<file path="src/rtl/instr_fetch_unit_pkg.sv">
// Shared definitions for the instruction fetch unit: default widths, the NOP word
// and the packed fetch-word payload carried through the prefetch FIFO.
package instr_fetch_unit_pkg;

    localparam int unsigned DEF_ADDR_W = 8;
    localparam int unsigned DEF_INS_W  = 35;
    localparam int unsigned DEF_DEPTH  = 2;

    localparam logic [DEF_INS_W-1:0] NOP = '0;

    // One buffered fetch: the address it came from and the ROM word
    typedef struct packed {
        logic [DEF_ADDR_W-1:0] pc;
        logic [DEF_INS_W-1:0]  ins;
    } fetch_word_t;

endpackage

</file>
<file path="src/rtl/instr_fetch_unit_if.sv">
// Fetch-to-decode valid/ready handshake carrying the instruction word and its address.
interface instr_fetch_unit_if
    import instr_fetch_unit_pkg::*;
#(
    parameter int unsigned ADDR_W = DEF_ADDR_W,
    parameter int unsigned INS_W  = DEF_INS_W
) ();

    logic              ins_valid;
    logic              ins_ready;
    logic [INS_W-1:0]  ins_data;
    logic [ADDR_W-1:0] ins_pc;

    modport master (
        output ins_valid,
        output ins_data,
        output ins_pc,
        input  ins_ready
    );

    modport slave (
        input  ins_valid,
        input  ins_data,
        input  ins_pc,
        output ins_ready
    );

endinterface

</file>
<file path="src/rtl/instr_fetch_unit_fetch_fifo.sv">
// Synchronous prefetch FIFO with flush; a push into a full FIFO is accepted when a pop
// happens in the same cycle, so a full FIFO can stream without a bubble.
module instr_fetch_unit_fetch_fifo #(
    parameter int unsigned WIDTH = 43,
    parameter int unsigned DEPTH = 2
) (
    input  logic             clk,
    input  logic             reset,
    input  logic             i_push,
    input  logic             i_pop,
    input  logic             i_flush,
    input  logic [WIDTH-1:0] i_wdata,
    output logic [WIDTH-1:0] o_rdata,
    output logic             o_empty,
    output logic             o_full
);

    localparam int unsigned PTR_W = (DEPTH > 1) ? $clog2(DEPTH) : 1;
    localparam int unsigned CNT_W = PTR_W + 1;

    logic [WIDTH-1:0] r_mem [DEPTH];
    logic [PTR_W-1:0] r_head;
    logic [PTR_W-1:0] r_tail;
    logic [CNT_W-1:0] r_count;
    logic             w_do_push;
    logic             w_do_pop;

    assign o_empty   = (r_count == '0);
    assign o_full    = (r_count == CNT_W'(DEPTH));
    assign w_do_pop  = i_pop & ~o_empty;
    assign w_do_push = i_push & (~o_full | w_do_pop);
    assign o_rdata   = r_mem[r_head];

    // Pointers wrap naturally because DEPTH is a power of two
    always_ff @(posedge clk) begin
        if (reset || i_flush) begin
            r_head  <= '0;
            r_tail  <= '0;
            r_count <= '0;
        end else begin
            if (w_do_push) begin
                r_tail <= PTR_W'(r_tail + 1'b1);
            end
            if (w_do_pop) begin
                r_head <= PTR_W'(r_head + 1'b1);
            end
            case ({w_do_push, w_do_pop})
                2'b10:   r_count <= CNT_W'(r_count + 1'b1);
                2'b01:   r_count <= CNT_W'(r_count - 1'b1);
                default: r_count <= r_count;
            endcase
        end
    end

    always_ff @(posedge clk) begin
        if (w_do_push && !i_flush && !reset) begin
            r_mem[r_tail] <= i_wdata;
        end
    end

endmodule

</file>
<file path="src/rtl/instr_fetch_unit.sv">
// Instruction fetch unit: drives the PC into the async program ROM, buffers fetched words
// in a prefetch FIFO and hands them to decode; redirects flush the FIFO and reload the PC.
module instr_fetch_unit
    import instr_fetch_unit_pkg::*;
#(
    parameter int unsigned     ADDR_W   = DEF_ADDR_W,
    parameter int unsigned     INS_W    = DEF_INS_W,
    parameter int unsigned     DEPTH    = DEF_DEPTH,
    parameter logic [ADDR_W-1:0] RESET_PC = '0
) (
    input  logic                clk,
    input  logic                reset,
    output logic [ADDR_W-1:0]   o_rom_addr,
    input  logic [INS_W-1:0]    i_rom_data,
    input  logic                i_fetch_en,
    input  logic                i_redirect,
    input  logic [ADDR_W-1:0]   i_redirect_addr,
    output logic                o_busy,
    instr_fetch_unit_if.master  dec_if
);

    localparam int unsigned FW = ADDR_W + INS_W;

    localparam logic [0:0] IDLE = 1'b0;
    localparam logic [0:0] RUN  = 1'b1;

    logic [0:0]        r_state;
    logic [0:0]        w_state_nxt;
    logic [ADDR_W-1:0] r_pc;
    logic              w_push;
    logic              w_pop;
    logic              w_empty;
    logic              w_full;
    logic [FW-1:0]     w_wdata;
    logic [FW-1:0]     w_rdata;

    always_ff @(posedge clk) begin
        if (reset) begin
            r_state <= IDLE;
        end else begin
            r_state <= w_state_nxt;
        end
    end

    always_comb begin
        w_state_nxt = r_state;
        case (r_state)
            IDLE:    if (i_fetch_en)  w_state_nxt = RUN;
            RUN:     if (!i_fetch_en) w_state_nxt = IDLE;
            default: w_state_nxt = IDLE;
        endcase
    end

    // Redirect outranks both push and pop; the FIFO ignores a pop while flushing
    assign w_pop   = ~w_empty & dec_if.ins_ready;
    assign w_push  = (r_state == RUN) & ~i_redirect & (~w_full | w_pop);
    assign w_wdata = {r_pc, i_rom_data};

    always_ff @(posedge clk) begin
        if (reset) begin
            r_pc <= RESET_PC;
        end else if (i_redirect) begin
            r_pc <= i_redirect_addr;
        end else if (w_push) begin
            r_pc <= ADDR_W'(r_pc + 1'b1);
        end
    end

    instr_fetch_unit_fetch_fifo #(
        .WIDTH (FW),
        .DEPTH (DEPTH)
    ) u_fetch_fifo (
        .clk     (clk),
        .reset   (reset),
        .i_push  (w_push),
        .i_pop   (w_pop),
        .i_flush (i_redirect),
        .i_wdata (w_wdata),
        .o_rdata (w_rdata),
        .o_empty (w_empty),
        .o_full  (w_full)
    );

    assign o_rom_addr       = r_pc;
    assign o_busy           = (r_state == RUN) | ~w_empty;
    assign dec_if.ins_valid = ~w_empty;
    assign dec_if.ins_data  = w_empty ? INS_W'(NOP) : w_rdata[INS_W-1:0];
    assign dec_if.ins_pc    = w_empty ? '0 : w_rdata[FW-1:INS_W];

endmodule

</file>
<file path="src/flat_wrapper.sv">
// flat-port wrapper written by rule: the top's interface ports become plain ports
module instr_fetch_unit_flat import instr_fetch_unit_pkg::*;
#(
    parameter int unsigned     ADDR_W   = DEF_ADDR_W,
    parameter int unsigned     INS_W    = DEF_INS_W,
    parameter int unsigned     DEPTH    = DEF_DEPTH,
    parameter logic [ADDR_W-1:0] RESET_PC = '0
)
  (clk, reset, o_rom_addr, i_rom_data, i_fetch_en, i_redirect, i_redirect_addr, o_busy, dec_if_ins_valid, dec_if_ins_data, dec_if_ins_pc, dec_if_ins_ready);
  instr_fetch_unit_if #(.ADDR_W(ADDR_W), .INS_W(INS_W)) dec_if_i ();
  input  logic clk;
  input  logic reset;
  output logic [ADDR_W-1:0] o_rom_addr;
  input  logic [INS_W-1:0] i_rom_data;
  input  logic i_fetch_en;
  input  logic i_redirect;
  input  logic [ADDR_W-1:0] i_redirect_addr;
  output logic o_busy;
  output wire logic [$bits(dec_if_i.ins_valid)-1:0] dec_if_ins_valid;
  output wire logic [$bits(dec_if_i.ins_data)-1:0] dec_if_ins_data;
  output wire logic [$bits(dec_if_i.ins_pc)-1:0] dec_if_ins_pc;
  input wire logic [$bits(dec_if_i.ins_ready)-1:0] dec_if_ins_ready;
  assign dec_if_ins_valid = dec_if_i.ins_valid;
  assign dec_if_ins_data = dec_if_i.ins_data;
  assign dec_if_ins_pc = dec_if_i.ins_pc;
  assign dec_if_i.ins_ready = dec_if_ins_ready;
  instr_fetch_unit #(.ADDR_W(ADDR_W), .INS_W(INS_W), .DEPTH(DEPTH), .RESET_PC(RESET_PC)) u_core (.clk(clk), .reset(reset), .o_rom_addr(o_rom_addr), .i_rom_data(i_rom_data), .i_fetch_en(i_fetch_en), .i_redirect(i_redirect), .i_redirect_addr(i_redirect_addr), .o_busy(o_busy), .dec_if(dec_if_i));
endmodule
</file>
<file path="config.mk">
export PLATFORM = sky130hd
export DESIGN_NAME = instr_fetch_unit_flat
export DESIGN_NICKNAME = d
export VERILOG_FILES = /design/src/rtl/instr_fetch_unit_pkg.sv /design/src/rtl/instr_fetch_unit_if.sv /design/src/rtl/instr_fetch_unit_fetch_fifo.sv /design/src/rtl/instr_fetch_unit.sv /design/src/flat_wrapper.sv
export SDC_FILE = /design/constraint.sdc
export NUM_CORES = 1
export LEC_CHECK = 0
export ABC_CLOCK_PERIOD_IN_PS = 13520
export BUFFER_PORTS_ARGS = -buffer_cell sky130_fd_sc_hd__buf_2
export CAP_MARGIN = 20
export CORE_AREA = 2 2 118 120
export CTS_CLUSTER_SIZE = 28
export DETAILED_ROUTE_END_ITERATION = 6
export DIE_AREA = 0 0 120 122
export MAX_ROUTING_LAYER = met4
export PLACE_DENSITY = 0.46
export SYNTH_ARGS = -nofsm -noshare
export SYNTH_HDL_FRONTEND = slang
export SYNTH_SLANG_ARGS = --single-unit
</file>
<file path="constraint.sdc">
create_clock -name clk -period 13.52 [get_ports clk]
set_input_delay 0.676 -clock clk [delete_from_list [all_inputs] [get_ports clk]]
set_output_delay 0.676 -clock clk [all_outputs]
set_load 0.05 [all_outputs]
</file>
==> impl_metrics.csv, run 1 <==
group,metric,value,unit
clocking,cts_tree,"done",
setup_path,critical_path.max_fanout,22,
routing,wl_per_cell,14.59,um
global_route,antenna_found_initial,0,
synth,async_flop_share,0,%
layout,area_growth,26.74,%
clocking,clockRootBuffer,"clkbuf_16",
setup_path,critPathLaunchType,"flop",
layout,fin_area,4987,sq um
layout,n_antenna_cell,0,
place,postPlaceCellArea,4658,sq um
power_and_ir_drop,clockPowerShare,40.6,%
synth,synth_nets,316,
layout,nFillCells,1343,
setup_path,crit_required,12.84,ns
routing,vias,2465,
synth,yosysWarnings,0,
hold_path,min_path_type,"in2reg",
timing,period_share,21.12,%
timing,finalClockSkew,0.004349,ns
run_status,status,"completed",
power_and_ir_drop,p_per_area,131.2,nW/um^2
synth,synth.avg_cell_area,14.79,sq um
place,dp_hpwl,5263,um
setup_path,path_cells,"buf_4 -> mux2i_1 -> nor2_1 -> buf_2",
power_and_ir_drop,p_sw_share,21.25,%
setup_path,max_stage_delay,0.80,ns
timing,maxSlewViolCount,0,
global_route,grt_util_all_layers,11.65,%
setup_path,arrival,2.18,ns
clocking,clock_latency,0.34,ns
setup_path,criticalPathCategory,"reg2out",
place,pre_cts_ws,10.88,ns
global_route,grt-ovfl-total,0,
timing,layout_min_cycle_time,2.855,ns
synth,ys_top_cells_by_count,"edfxtp_1, nor2_1, mux2i_1",
synth,synth_most_common_cell,"edfxtp_1",
routing,final_antenna_net_count,0,
layout,fin_cells,555,
routing,via_per_inst,4.441,
global_route,grt_pass1_vias,2414,
clocking,cts.clk_slew.worst_paths,0.06,ns
layout,fin_nets,420,
clocking,postCtsSetupBuffers,0,
power_and_ir_drop,power.total,654.3,uW
timing,holdWs,0.5256,ns
layout,drive_gt1_share,33.60,%
die,core_area,13500,sq um
die,row_count,43,
global_route,grt_pass1_wl,12410,um
synth,synth-seq-area-share,72.75,%
die,dieHeight,122,um
timing,rsz0062_at_grt,"no",
die,start_util,29.14,%
synth,synth_enable_flop_cells,86,
layout,post-route-util,36.93,%
timing,worst_pin_slew,0.7254,ns
power_and_ir_drop,pwr-share-comb,6.7,%
power_and_ir_drop,seqPwrFrac,52.7,%
clocking,htree_levels,3,
clocking,clkSinkCount,100,
power_and_ir_drop,intPower,515.3,uW
timing,fmax,0.3502,GHz
flow_run,cap_violations,0,
place,dpl.cell_count,538,
layout,multi_input_area,1020,sq um
place,port_buffers,100,
power_and_ir_drop,netSwitchingPower,139.0,uW
synth,ys_types,29,
place,gp_congestion,0.6972,
clocking,holdBufCountCts,0,
routing,drt_wl_total,8100,um
setup_path,end_kind,"primary output",
synth,synth.cell_area,3935,sq um
power_and_ir_drop,vdd_drop_max,0.04684,mV
routing,first_pass_iters,4,
timing,finalSetupTns,0,ns
synth,post-synth-top-area-cell,"edfxtp_1",
routing,drt_iter0_drc,133,
power_and_ir_drop,leakage,1.829,nW
synth,synthFlopType,"edfxtp_1",
synth,syn_inst,266,
routing,drc_errors,0,
synth,yosys-top-cells-area,"edfxtp_1, mux2i_1, dfxtp_1",
layout,regArea,2864,sq um
timing,maxSlewHeadroom,51.64,%
clocking,cts.repair.resized,0,
timing,hold_viol,0,
die,dieArea,14640,sq um
synth,synth_seq_cells,100,
clocking,cts_buffer_depth,2,
synth,synth.top_cell.area_share,65.63,%
die,ioPinCount,101,
setup_path,slowest_stage,"dfxtp_2",
timing,finalSetupViolCount,0,
global_route,grt_max_degree,45,
die,die_w,120,um
clocking,cts_buffers,9,
timing,layout_setup_ws,10.66,ns
-- layout make-up --
class,instances,area share [%]
Inverter,3,0.2258
Timing Repair Buffer,106,11.19
Tap cell,180,4.516
Clock buffer,11,4.666
Multi-Input combinational cell,150,20.45
Clock inverter,5,1.530
Sequential cell,100,57.43
-- power by group through the flow --
stage               sequential (mW)  clock, mW  combinational (mW)
finish                        0.345      0.265              0.0440
floorplan                     0.356          0              0.0227
CTS                           0.345      0.274              0.0444
detailed placement            0.352          0              0.0442
global route                  0.346      0.284              0.0479
global placement              0.352          0              0.0435
-- state kept, by name, summed over array words and instances, names as in the netlist, named ones only --
register                     cells
u_core.u_fetch_fifo.r_tail       1
u_core.u_fetch_fifo.r_head       1
u_core.u_fetch_fifo.r_count      2
u_core.r_state                   1
u_core.u_fetch_fifo.r_mem       86
u_core.o_rom_addr                8
-- cell usage in the layout (no fill, tap or decap), types with 3 or more instances in the layout --
cell       count
a21oi_1        5
a311oi_1       3
buf_2        100
buf_4          5
clkbuf_16      9
dfxtp_1       13
edfxtp_1      86
inv_1          3
mux2i_1       45
nand2_1        4
nand4_1        3
nor2_1        54
o21ai_0        4
or3_1          5
xnor2_1        4
-- per-layer routing --
layer	up-vias	wire (um)	GRT usage, %	part of all wire, %
met2	65	3925	19.53	48
met3	13	381	1.966	4.7
met5	-	0	-	0
met1	1197	3651	13.52	45
li1	1190	-	-	-
met4	0	141	5.956	1.7
-- kinds of logic (layout without fill, tap and decap cells) --
family | count (synthesis) | count (layout) | synth area share [%]
adder cells (fa/ha/maj) | 2 | 2 | 0.6358
multiplexers | 45 | 45 | 11.45
AND/OR/NAND/NOR | 80 | 80 | 9.126
flip-flops | 100 | 100 | 72.75
AO/OA/AOI/OAI | 17 | 17 | 2.925
XOR/XNOR | 6 | 6 | 1.335
buffers and inverters | 16 | 125 | 1.781
-- critical path, delay by kind of cell, from the launching register on --
family | cells | cell delay (ns)
flip-flops | 1 | 0.80
buffers and inverters | 2 | 0.76
AND/OR/NAND/NOR | 1 | 0.14
multiplexers | 1 | 0.13
-- path summary, 6_finish.rpt --
| path | start | endpoint | slack [ns] | cells past startpoint |
|---|---|---|---|---|
| setup reg to reg | u_core.u_fetch_fifo.r_count[1] | u_core.u_fetch_fifo.r_count[1] | 11.39 | 6 |
| setup / recovery | flop | dec_if_ins_data[9] | 10.66 | 4 |
| hold reg to reg | u_core.u_fetch_fifo.r_head | u_core.u_fetch_fifo.r_head | 0.53 | 2 |
| hold / removal | i_rom_data[24] | u_core.u_fetch_fifo.r_mem[0][24] | 0.53 | 1 |
Power figures use the tool's default switching activity.
==> inputs of run 2 (changes only) <==
--- a/config.mk
+++ b/config.mk
@@ -5,15 +5,16 @@
 export SDC_FILE = /design/constraint.sdc
 export NUM_CORES = 1
 export LEC_CHECK = 0
-export ABC_CLOCK_PERIOD_IN_PS = 13520
+export ABC_AREA = 1
+export ABC_CLOCK_PERIOD_IN_PS = 2600
 export BUFFER_PORTS_ARGS = -buffer_cell sky130_fd_sc_hd__buf_2
 export CAP_MARGIN = 20
-export CORE_AREA = 2 2 118 120
+export CORE_AREA = 2 2 119 121
 export CTS_CLUSTER_SIZE = 28
 export DETAILED_ROUTE_END_ITERATION = 6
-export DIE_AREA = 0 0 120 122
+export DIE_AREA = 0 0 121 123
 export MAX_ROUTING_LAYER = met4
-export PLACE_DENSITY = 0.46
+export PLACE_DENSITY = 0.47
 export SYNTH_ARGS = -nofsm -noshare
 export SYNTH_HDL_FRONTEND = slang
 export SYNTH_SLANG_ARGS = --single-unit
==> constraint.sdc (replaced) <==
create_clock -name clk -period 2.6 [get_ports clk]
set_input_delay 0.13 -clock clk [delete_from_list [all_inputs] [get_ports clk]]
set_output_delay 0.13 -clock clk [all_outputs]
set_load 0.05 [all_outputs]
==> impl_metrics.csv, run 2 <==
group,metric,value,unit
synth,synth_seq_cells,100,
clocking,cts_buffer_depth,2,
setup_path,slowest_stage,"clkinv_1",
synth,ys_types,27,
global_route,grt_util_all_layers,12.90,%
die,row_count,43,
synth,synthFlopType,"edfxtp_1",
layout,drive_gt1_share,26.42,%
clocking,clockRootBuffer,"clkbuf_16",
synth,post-synth-top-area-cell,"edfxtp_1",
timing,holdWs,0.09571,ns
clocking,postCtsSetupBuffers,0,
power_and_ir_drop,netSwitchingPower,740.6,uW
global_route,antenna_found_initial,0,
synth,synth.top_cell.area_share,64.74,%
setup_path,path_cells,"clkinv_1 -> buf_12 -> nand2_1 -> a21oi_1 -> buf_2",
run_status,status,"completed",
synth,yosysWarnings,0,
clocking,clock_latency,0.34,ns
place,postPlaceCellArea,4743,sq um
setup_path,crit_required,2.47,ns
timing,fmax,0.4882,GHz
routing,drt_wl_total,9240,um
setup_path,arrival,1.92,ns
clocking,cts_buffers,9,
power_and_ir_drop,intPower,2.607,mW
synth,synth_enable_flop_cells,86,
synth,synth.cell_area,3989,sq um
synth,synth-seq-area-share,71.77,%
die,start_util,29.30,%
timing,worst_pin_slew,0.6093,ns
global_route,grt_max_degree,44,
power_and_ir_drop,leakage,2.207,nW
routing,final_antenna_net_count,0,
power_and_ir_drop,p_sw_share,22.12,%
timing,maxSlewHeadroom,59.13,%
clocking,cts_tree,"done",
timing,maxSlewViolCount,0,
global_route,grt_pass1_vias,2866,
synth,yosys-top-cells-area,"edfxtp_1, nand2_1, dfxtp_1",
clocking,holdBufCountCts,36,
flow_run,cap_violations,0,
layout,n_antenna_cell,0,
routing,via_per_inst,4.332,
layout,final_common_cell,"nand2_1",
timing,layout_setup_ws,0.5516,ns
layout,largest_reg_flops,86,
layout,fin_nets,537,
synth,synth_most_common_cell,"nand2_1",
die,die_w,121,um
layout,area_growth,35.10,%
routing,first_pass_iters,6,
power_and_ir_drop,vdd_drop_max,0.2367,mV
layout,fin_area,5389,sq um
power_and_ir_drop,pwr-share-comb,8.1,%
global_route,grt_pass1_wl,14160,um
timing,finalSetupViolCount,0,
clocking,clkSinkCount,100,
synth,ys_top_cells_by_count,"nand2_1, edfxtp_1, a21oi_1",
routing,drc_errors,0,
setup_path,endpoint,"dec_if_ins_data[27]",
setup_path,rrSetupSlack,0.78,ns
layout,top_register,"u_core.u_fetch_fifo.r_mem",
timing,rsz0062_at_grt,"no",
timing,layout_min_cycle_time,2.048,ns
setup_path,max_stage_delay,0.48,ns
routing,wl_per_cell,13.75,um
routing,vias,2911,
timing,period_share,78.78,%
setup_path,critPathLaunchType,"flop",
clocking,cts.clk_slew.worst_paths,0.07,ns
place,dp_hpwl,5621,um
synth,synth_nets,401,
power_and_ir_drop,p_per_area,621.2,nW/um^2
setup_path,criticalPathCategory,"reg2out",
setup_path,r2r_cells,5,
place,port_buffers,100,
hold_path,min_path_type,"in2reg",
die,ioPinCount,101,
setup_path,end_kind,"primary output",
synth,syn_inst,351,
setup_path,timing.rr.start,"u_core.u_fetch_fifo.r_count[0]",
die,dieArea,14880,sq um
timing,hold_viol,0,
synth,synth.avg_cell_area,11.36,sq um
clocking,htree_levels,3,
synth,async_flop_share,0,%
layout,layout_common_cells,"nand2_1, buf_2, edfxtp_1",
setup_path,critical_path.max_fanout,25,
global_route,grt-ovfl-total,0,
die,core_area,13610,sq um
setup_path,timing.rr.end,"u_core.u_fetch_fifo.r_count[0]",
clocking,cts.repair.resized,0,
place,gp_congestion,0.7506,
timing,finalClockSkew,0.005527,ns
place,pre_cts_ws,0.8001,ns
power_and_ir_drop,seqPwrFrac,53.4,%
routing,drt_iter0_drc,125,
power_and_ir_drop,clockPowerShare,38.5,%
die,dieHeight,123,um
[run 2: cell count changes after synthesis, sizes merged, moves of 4 or more]
| cell | previous run | this run |
|---|---|---|
| a21oi | 5 | 52 |
| buf | 6 | 13 |
| inv | 3 | 18 |
| or3 | 5 | 0 |
| clkbuf | 7 | 3 |
| nor2 | 55 | 18 |
| nand3 | 2 | 15 |
| mux2i | 45 | 0 |
| nand2 | 4 | 114 |
[run 2: power groups by stage]
stage	registers, mW	logic [mW]	clock network (mW)
finish	1.79	0.273	1.29
floorplan	1.84	0.119	0
global route	1.79	0.296	1.39
CTS	1.79	0.276	1.33
detailed placement	1.82	0.234	0
global placement	1.82	0.231	0
[run 2: through the flow]
step / cells / setup TNS (ns) / util [%] / total power, mW
floorplan: 351 / -18.38 / - / 1.964
global placement: 620 / 0 / 34.85 / 2.053
detailed placement: 620 / 0 / 34.85 / 2.056
CTS: 672 / 0 / 39.59 / 3.391
global route: 672 / 0 / 39.59 / 3.477
finish: 672 / 0 / 39.59 / 3.348
[run 2: how the worst min path moves through the flow]
stage                                  start                                to  cells after the start  slack (ns)
after floorplan                i_rom_data[0]   u_core.u_fetch_fifo.r_mem[0][0]                      0        0.23
after global placement        i_rom_data[19]  u_core.u_fetch_fifo.r_mem[0][19]                      1        0.32
after detailed placement       i_rom_data[8]   u_core.u_fetch_fifo.r_mem[1][8]                      1        0.32
after CTS                 i_redirect_addr[4]              u_core.o_rom_addr[4]                      5        0.09
after global routing      i_redirect_addr[3]              u_core.o_rom_addr[3]                      5        0.13
final                     i_redirect_addr[4]              u_core.o_rom_addr[4]                      5         0.1
[run 2: layer usage]
metal	vias to the layer above	track usage, %	wire, um
met5	-	-	0
met4	0	5.451	152
met3	10	2.399	428
met2	74	21.07	4404
met1	1355	15.80	4254
li1	1472	-	-
[run 2: cell type report]
type	instances	area (sq um)
fillers	1301	8223
flip-flops and latches	100	2864
multi-input cells	216	994.7
repair buffers	141	948.4
clock buffers	10	229.0
well taps	180	225.2
inverters	19	71.32
clock inverters	6	56.30
[run 2: critical path, delay by kind of cell, from the launching register on]
family	cells	cell delay (ns)
buf+inv	3	1.08
flops	1	0.33
simple gates	1	0.08
compound gates	1	0.08
[run 2: logic make-up after synthesis]
logic type,after synthesis,share of synthesized area [%]
AND/OR/NAND/NOR,155,15.84
flip-flops,100,71.77
adder cells (fa/ha/maj),2,0.6273
buffers and inverters,35,3.984
AO/OA/AOI/OAI,58,7.559
XOR/XNOR,1,0.2196
